--- src/rtl/updn_seq_ctrl.sv ---
// updn_seq_ctrl: command-driven up/down counter sequencer.
// A command is accepted in IDLE. The counter then steps one count per cycle
// toward the latched target, dwells HOLD_CYCLES cycles at the target, and
// pulses done for one cycle.
// Optional build macro UDSEQ_SHORTEST_PATH_EN: the direction is picked by the
// smaller modular distance, so RUN may wrap. Ties go up.
// Without the macro, the counter runs up when target > count, otherwise down,
// and it never wraps.
//
// Handshake: a command transfers on a rising edge where cmd_valid=1 and
// cmd_ready=1. cmd_ready depends only on state and is high only in IDLE.
// cmd_valid seen in any other state is dropped, and nothing is queued.
module updn_seq_ctrl #(
  parameter int WIDTH       = 3,
  parameter int HOLD_CYCLES = 2
) (
  input  logic             clk,
  input  logic             reset,
  input  logic             cmd_valid,
  output logic             cmd_ready,
  input  logic [WIDTH-1:0] cmd_target,
  input  logic             abort,
  output logic [WIDTH-1:0] count,
  output logic             up_down,
  output logic             cnt_en,
  output logic             busy,
  output logic             done,
  output logic [1:0]       dbg_state
);

  localparam logic [1:0] S_IDLE = 2'd0;
  localparam logic [1:0] S_RUN  = 2'd1;
  localparam logic [1:0] S_HOLD = 2'd2;
  localparam logic [1:0] S_DONE = 2'd3;

  logic [1:0]       r_state;
  logic [WIDTH-1:0] r_count;
  logic [WIDTH-1:0] r_target;
  logic             r_dir;
  logic [7:0]       r_hold;

  logic             w_dir;
  logic             w_at_target;
  logic [WIDTH-1:0] w_d_up;
  logic [WIDTH-1:0] w_d_dn;

  // Direction a command would latch if it were accepted this cycle.
  always_comb begin
    w_d_up = cmd_target - r_count;
    w_d_dn = r_count - cmd_target;
`ifdef UDSEQ_SHORTEST_PATH_EN
    w_dir  = (w_d_up <= w_d_dn) ? 1'b0 : 1'b1;
`else
    w_dir  = (cmd_target > r_count) ? 1'b0 : 1'b1;
`endif
  end

  assign w_at_target = (r_count == r_target);

  // Sequencer state, counter, latched command and dwell counter.
  always_ff @(posedge clk) begin
    if (reset) begin
      r_state  <= S_IDLE;
      r_count  <= '0;
      r_target <= '0;
      r_dir    <= 1'b0;
      r_hold   <= '0;
    end else begin
      case (r_state)
        S_IDLE: begin
          if (cmd_valid) begin
            r_target <= cmd_target;
            r_dir    <= w_dir;
            r_state  <= S_RUN;
          end
        end
        S_RUN: begin
          if (abort) begin
            r_state <= S_IDLE;
          end else if (w_at_target) begin
            r_hold  <= 8'(HOLD_CYCLES);
            r_state <= S_HOLD;
          end else if (r_dir) begin
            r_count <= r_count - WIDTH'(1);
          end else begin
            r_count <= r_count + WIDTH'(1);
          end
        end
        S_HOLD: begin
          if (abort) begin
            r_state <= S_IDLE;
          end else if (r_hold <= 8'd1) begin
            r_state <= S_DONE;
          end else begin
            r_hold <= r_hold - 8'd1;
          end
        end
        default: begin
          r_state <= S_IDLE;
        end
      endcase
    end
  end

  // Outputs decoded from registered state. cnt_en drops in an abort cycle
  // because no step follows that edge.
  always_comb begin
    cmd_ready = (r_state == S_IDLE);
    busy      = (r_state != S_IDLE);
    done      = (r_state == S_DONE);
    cnt_en    = (r_state == S_RUN) && !w_at_target && !abort;
    up_down   = r_dir;
    count     = r_count;
    dbg_state = r_state;
  end

endmodule

--- config.mk ---
export PLATFORM = sky130hd
export DESIGN_NAME = updn_seq_ctrl
export DESIGN_NICKNAME = d
export VERILOG_FILES = /design/src/rtl/updn_seq_ctrl.sv
export SDC_FILE = /design/constraint.sdc
export NUM_CORES = 1
export LEC_CHECK = 0
export BUFFER_PORTS_ARGS = -buffer_cell sky130_fd_sc_hd__buf_2
export CAP_MARGIN = 20
export CORE_UTILIZATION = 50
export DETAILED_ROUTE_END_ITERATION = 10
export GPL_ROUTABILITY_DRIVEN = 0
export GPL_TIMING_DRIVEN = 0
export HOLD_SLACK_MARGIN = 0.06
export PLACE_DENSITY = 0.74
export SETUP_SLACK_MARGIN = 0.1
export SLEW_MARGIN = 30
export SYNTH_ARGS = -nofsm -noshare
export SYNTH_HDL_FRONTEND = slang
export SYNTH_SLANG_ARGS = --single-unit
--- constraint.sdc ---
create_clock -name clk -period 3.85 [get_ports clk]
set_clock_uncertainty 0.15 [all_clocks]
set_input_delay 0.1925 -clock clk [delete_from_list [all_inputs] [get_ports clk]]
set_output_delay 0.1925 -clock clk [all_outputs]
set_load 0.1 [all_outputs]
* Word level (Yosys, flattened, before mapping)
Cells that the tools add are included.
Widths: inputs -> output; s select.
** Word-level totals
- Register bits :: 17
- Bits of input ports :: 7
- Output and inout bits :: 10
** Cells by class
- Add/sub/neg operators :: 3
- $lt $le $gt $ge :: 2
- Equal/unequal tests :: 11
- Muxes and demuxes :: 13
- Bitwise operators :: 2
- Reduce and logical (&&, ||, !) cells :: 11
** Operators by type and width (number)
- $mux 8 :: 4
- $pmux 8 s2 :: 1
- $mux 2 :: 5
- $ne 2x2->1 const B :: 5
- $le 8x1->1 const B :: 1
- $sub 8x1->8 const B :: 1
- $ne 3x3->1 const B :: 2
- $pmux 2 s3 :: 1
- $reduce_and 3->1 :: 2
- $reduce_and 5->1 :: 1
- $eq 2x2->1 const B :: 2
- $reduce_bool 2->1 :: 2
- $add 3x1->3 const B :: 1
- $eq 3x3->1 :: 1
- $gt 3x3->1 :: 1
- $mux 3 :: 1
- $sub 3x1->3 const B :: 1
- $eq 2x1->1 const B :: 1
- $logic_and 1x1->1 :: 2
- $logic_not 1->1 :: 2
- $logic_not 2->1 :: 1
- $not 1->1 :: 2
- $reduce_and 2->1 :: 1
- $mux 1 :: 1

* Longest topological paths before layout
Gate-level depths: netlist of the first run.
- Depth in word-level cells :: 4
- Gate-level depth with buffers :: 7

* Worst setup path before layout of the first run
No wires, ideal clock.
- Kind :: register to register
- Start :: register r_state[0] (netlist: dbg_state[0])
- End :: register r_count[2] (netlist: count[2])
- Arrival time :: 3.632 ns
- Data required time :: 3.572 ns
- Path slack :: -0.060 ns
- Stages on the path, launching flop included :: 6
- Buffers on the path :: 0
- Path through :: dfxtp_1 or3b_1 a31oi_1 nand2_1 xnor2_1 nor2_1
** Between the ends
- Cells in the longest elaborated chain, start to end :: 2
** Ends and longest elaborated chain
- start, declared :: line 36 : logic [1:0] r_state;
- start signal, assigned :: line 63 : r_state <= S_IDLE;
- start signal, assigned :: line 74 : r_state <= S_RUN;
- start signal, assigned :: line 79 : r_state <= S_IDLE;
- $eq 2x1->1 :: line 69 : case (r_state)
- $reduce_and 3->1 (no source line)
- end signal, assigned :: line 84 : r_count <= r_count - WIDTH'(1);
- end signal, assigned :: line 86 : r_count <= r_count + WIDTH'(1);
- end, declared :: line 37 : logic [WIDTH-1:0] r_count;
Every way passes these cells.
A chain may end at the register's enable or synchronous reset.

* Worst setup path after layout of the first run
- Start :: input port abort
- End :: output port cnt_en
** Between the ends
- Cells in the longest elaborated chain, start to end :: 2
** Ends and longest elaborated chain
- start, declared :: line 22 : input logic abort,
- $logic_not 1->1 :: line 111 : cnt_en = (r_state == S_RUN) && !w_at_target && !abort;
- $logic_and 1x1->1 :: line 111
- end, declared :: line 25 : output logic cnt_en,
Every way passes these cells.

==> flow_metrics.tcl, run 1 <==
set metrics [dict create \
    clock_path_buffers 2 \
    clk_latency_ps 280 \
    cts_tree "done" \
    diodes 0 \
    hold_buffers 5 \
    postCtsSetupBuffers 0 \
    fp.dieH_um 44.8 \
    synth_edf_count 0 \
    worst-r2r-cell-count 7 \
    ctsResizeCount 0 \
    maxCapViolCount 0 \
    tightest_slew_ps 680 \
    final_layout_size_suffix_gt1_frac 0.194 \
    grt_pass1_vias 720 \
    num_rows 15 \
    swShare 0.370 \
    synth_top_area_cell "dfxtp_1" \
    top_usage_layer "met2" \
    grt_pass1_wl_um 3170 \
    die_x_um 44.8 \
    slew_headroom 0.542 \
    reg2reg_to "r_hold[6]" \
    routedWlPerCell_um 11.5 \
    grt_max_degree 11 \
    met2_usage 0.344 \
    nets 148 \
    rsz0062_at_grt "no" \
    core-area_sq_mm 0.00173 \
    netlist_instances 109 \
    met3_usage 0.0360 \
    async_reset_ff_frac 0 \
    synth_common_cells "17 x dfxtp_1, 11 x inv_1, 11 x nor2_1" \
    synth_nets 122 \
    ant_nets 0 \
    layout_min_cycle_time_ps 2420 \
    netlist_area_sq_um 915 \
    gr-usage-all-layers 0.215 \
    cp.arrival_ps 2080 \
    hold_path_class "primary input to flop" \
    crit_path_end_kind "output pin" \
    whs_path_depth 3 \
    ys_seq_area_frac 0.372 \
    synth.distinct_cells 33 \
    timing.hold.ws_ps 63.6 \
    clk_pin_slew_ps 90 \
    reg2reg_from "r_hold[0]" \
    viasPerCell 5.23 \
    finalSetupViolations 0 \
    syn-mean-instance-area_sq_um 8.39 \
    drt-total-wl_um 1830 \
    start_kind "primary input" \
    worstHoldStart "cmd_valid" \
    synthFlopType "dfxtp_1" \
    yosysWarnings 0 \
    clock-sinks 17 \
    ios 17 \
    p_per_area_mw_per_mm2 385 \
    power_frac_comb 0.320 \
    crit_slowest_cell "dlygate4sd3_1" \
    dp_hpwl_um 1440 \
    cp_max_fo 6 \
    switchingPower_w 0.000158 \
    cts-root-buf "clkbuf_4" \
    syn_to_final_growth_pct 21.2 \
    required_ps 3510 \
    synth_top_area_share 0.372 \
    fmax_mhz 412 \
    finalHoldViolCount 0 \
    grt_overflow 0 \
    yosysMostFrequentCell "dfxtp_1" \
    die_area_sq_mm 0.00200 \
    ir_drop_mv 0.249 \
    slew_viol_final 0 \
    period_share 0.630 \
    synth.ff_latch_count 17 \
    cp_cell_sequence "dlygate4sd3_1 > buf_2 > or3b_1 > a31oi_2 > buf_2" \
    setup-tns-final_ps 0 \
    drt_iter0_markers 14 \
    p_seq_frac 0.465 \
    p_int_w 0.000269 \
    grt_use_met1 0.293 \
    setup.worst_path.class "primary input to output pin" \
    antenna_found_initial 0 \
    p_leak_nw 0.457 \
    first_pass_iters 4 \
    htreeDepth 1 \
    vias 831 \
    clkPwrFrac 0.215 \
    holdPathEnd "r_target[2]" \
    reg2reg_slack_ps 1570 \
    cts_buffers 3 \
    drc 0 \
    max_stage_delay_ps 530 \
    netlist_top_cells_area "dfxtp_1 37%, ha_1 6.8%, xnor2_1 6.7%" \
    cpMostUsedCell "buf_2" \
    start_util 0.530 \
    status "completed" \
    portBuffers 16 \
]
## sequential cells by signal, indices dropped and copies added (netlist names)
name       flops
dbg_state      2
r_hold         8
count          3
up_down        1
r_target       3
## stage by stage
step | utilization | setup slack [ps] | area, sq um | power (W) | cells
3_3_place_gp | 0.598 | 1660 | 1030 | 0.000330 | 150
2_1_floorplan | - | 286 | 921 | 0.000308 | 109
6_report | 0.642 | 1430 | 1110 | 0.000427 | 159
5_1_grt | 0.642 | 1320 | 1110 | 0.000454 | 159
4_1_cts | 0.642 | 1420 | 1110 | 0.000430 | 159
3_5_place_dp | 0.598 | 1620 | 1030 | 0.000335 | 150
## cell type report
type | instances | area [sq um]
Fill cell | 167 | 618
Inverter | 11 | 41.3
Buffer | 2 | 7.51
Clock buffer | 4 | 26.3
Timing Repair Buffer | 21 | 130
Sequential cell | 17 | 340
Multi-Input combinational cell | 79 | 532
Tap cell | 25 | 31.3
## kinds of logic (layout without fill, tap and decap cells)
logic type,Yosys count,count (layout),synth area share
XOR/XNOR,9,9,0.0862
buffers and inverters,13,38,0.0534
adder cells (fa/ha/maj),6,6,0.0903
AO/OA/AOI/OAI,24,24,0.167
flip-flops,17,17,0.372
AND/OR/NAND/NOR,40,40,0.231
## power by group through the flow
stage | Combinational, W | Clock, W | Sequential (W)
finish | 0.000137 | 0.0000917 | 0.000199
global route | 0.000149 | 0.000104 | 0.000201
CTS | 0.000137 | 0.0000945 | 0.000199
detailed placement | 0.000133 | 0 | 0.000203
global placement | 0.000128 | 0 | 0.000202
floorplan | 0.0000820 | 0 | 0.000226
## critical path: cells and delay by family
| kind | cells | cell delay, ps |
|---|---|---|
| buffers and inverters | 3 | 1180 |
| AND/OR/NAND/NOR | 1 | 380 |
| AO/OA/AOI/OAI | 1 | 340 |
## cells in the final DEF, fill, tap and decap left out, types with 4 or more instances in the layout
master	netlist	layout
dfxtp_1	17	17
or3_1	5	5
o21ai_0	4	4
xnor2_1	7	7
nand2_1	6	6
nor2_1	11	11
nand3_1	4	4
dlygate4sd3_1	0	5
inv_1	11	11
a21oi_1	10	10
buf_2	0	16
ha_1	5	5
## worst max path at each step
stage	startpoint	end	depth (start not counted)
finish	abort	cnt_en	5
global route	abort	cnt_en	5
CTS	abort	cnt_en	5
detailed placement	r_hold[0]	r_hold[6]	7
global placement	r_hold[0]	r_hold[6]	7
floorplan	dbg_state[1]	busy	2
## per-layer routing
layer | up-vias | wire length (um)
li1 | 426 | -
met1 | 385 | 864
met2 | 16 | 882
met3 | 4 | 58
met4 | 0 | 23
met5 | - | 0
(Power assumes the default switching activity.)
==> inputs of run 2 (changes only) <==
Clock period 3.85 ns to 2.5 ns, I/O delays scaled along.
==> run 2 against run 1 <==
Against the previous run: combinational power grew 61%; sequential power is 55% higher; cell area up 4.9%; clock power rose by 56%; final cell count rose by 1.3%; register-to-register slack worse by 1300 ps; clock-buffer cell count unchanged; worst hold slack improved by 49 ps; critical path depth is the same; first-iteration DRC count increased by 14%; total power is 57% higher; critical endpoint unchanged.
==> flow_metrics.tcl, run 2 (synthesized netlist as in run 1, its figures left out) <==
set metrics [dict create \
    rsz0062_at_grt "no" \
    final_util 0.673 \
    ir_drop_mv 0.368 \
    grt_overflow 0 \
    ios 17 \
    drt_iter0_markers 16 \
    fin_area_sq_mm 0.00116 \
    crit_path_end_kind "output pin" \
    htreeDepth 1 \
    place_area_sq_mm 0.00105 \
    start_kind "primary input" \
    fp.dieH_um 44.8 \
    tightest_slew_ps 751 \
    layout_min_cycle_time_ps 2270 \
    reg2reg_to "r_hold[6]" \
    start_util 0.530 \
    required_ps 2230 \
    worst-r2r-cell-count 7 \
    maxCapViolCount 0 \
    final_cell_mix "16 x buf_2, 12 x dfxtp_1, 11 x inv_1" \
    portBuffers 16 \
    viasPerCell 5.15 \
    grt_pass1_vias 724 \
    largest_register_ffs 8 \
    cts-root-buf "clkbuf_4" \
    cts_buffers 3 \
    setup-tns-final_ps 0 \
    clk_pin_slew_ps 100 \
    nets 150 \
    period_share 0.907 \
    vias 829 \
    final_common_cell "buf_2" \
    grt_pass1_wl_um 3160 \
    power_frac_comb 0.327 \
    first_pass_iters 4 \
    drt-total-wl_um 1930 \
    clk_latency_ps 280 \
    ant_nets 0 \
    die_area_sq_mm 0.00200 \
    holdPathEnd "dbg_state[0]" \
    p_int_w 0.000420 \
    slew_viol_final 0 \
    routedWlPerCell_um 12.0 \
    dp_hpwl_um 1360 \
    final_layout_size_suffix_gt1_frac 0.235 \
    setup.worst_path.class "primary input to output pin" \
    clock-sinks 17 \
    syn_to_final_growth_pct 27.1 \
    status "completed" \
    antenna_found_initial 0 \
    p_per_area_mw_per_mm2 577 \
    cp.arrival_ps 1990 \
    cp_max_fo 6 \
    grt_max_degree 11 \
    core-area_sq_mm 0.00173 \
    reg2reg_slack_ps 270 \
    worstHoldStart "cmd_valid" \
    reg2reg_from "r_hold[0]" \
    drc 0 \
    p_seq_frac 0.460 \
    p_leak_nw 0.472 \
    postCtsSetupBuffers 0 \
    switchingPower_w 0.000251 \
    largest-register "r_hold" \
    clock_path_buffers 2 \
    num_rows 15 \
    swShare 0.374 \
    whs_path_depth 5 \
    hold_path_class "primary input to flop" \
    diodes 0 \
    finalHoldViolCount 0 \
    clkPwrFrac 0.213 \
    finalSetupViolations 0 \
    cts_tree "done" \
    die_x_um 44.8 \
    gr-usage-all-layers 0.218 \
    fmax_mhz 441 \
    slew_headroom 0.495 \
]
-- run 2: timing repair --
| action | CTS | global route |
|---|---|---|
| endpoints found under the hold margin | 4 | 0 |
| resized for setup | 0 | 1 |
| hold buffers | 7 | 0 |
| endpoints found under the setup margin | 0 | 2 |
-- run 2: worst max path at each step --
stage | start | slack [ps] | to
after floorplan | dbg_state[0] | 40 | count[2]
after global placement | r_hold[0] | 320 | r_hold[6]
after detailed placement | r_hold[0] | 260 | r_hold[6]
after CTS | r_hold[0] | 220 | r_hold[6]
after global routing | r_hold[0] | 120 | r_hold[5]
final | abort | 230 | cnt_en
-- run 2: final cells by class --
cell class	instances	area (sq um)
Inverter	11	41.3
Multi-Input combinational cell	79	559
Sequential cell	17	347
Buffer	2	7.51
Timing Repair Buffer	23	150
Tap cell	25	31.3
Fill cell	165	564
Clock buffer	4	26.3
-- run 2: critical path: stages --
cell,delay [ps]
dlygate4sd3_1,530
buf_2,150
or3b_1,410
a31oi_4,280
buf_2,490
-- run 2: metal layers --
layer  GRT usage  up-vias  wire length, um
met5           0        -                0
met4      0.0545        0               13
met3      0.0360        2               51
met2       0.379       12              954
met1       0.280      379              912
li1            -      436                -
-- run 2: power by group through the flow --
stage	clock network (W)	registers, W	logic, W
6_report	0.000143	0.000308	0.000220
3_5_place_dp	0	0.000314	0.000205
3_3_place_gp	0	0.000313	0.000200
5_1_grt	0.000159	0.000311	0.000239
4_1_cts	0.000147	0.000308	0.000214
2_1_floorplan	0	0.000350	0.000130
-- run 2: per-stage QoR --
stage                     total power, W  hold WS, ps  setup WS (ps)  std cells
after floorplan                 0.000480         46.0           41.9        109
after global placement          0.000513          201            319        150
after detailed placement        0.000519          193            260        150
after CTS                       0.000669          106            223        161
after global routing            0.000709          135            120        161
final                           0.000671          112            233        161
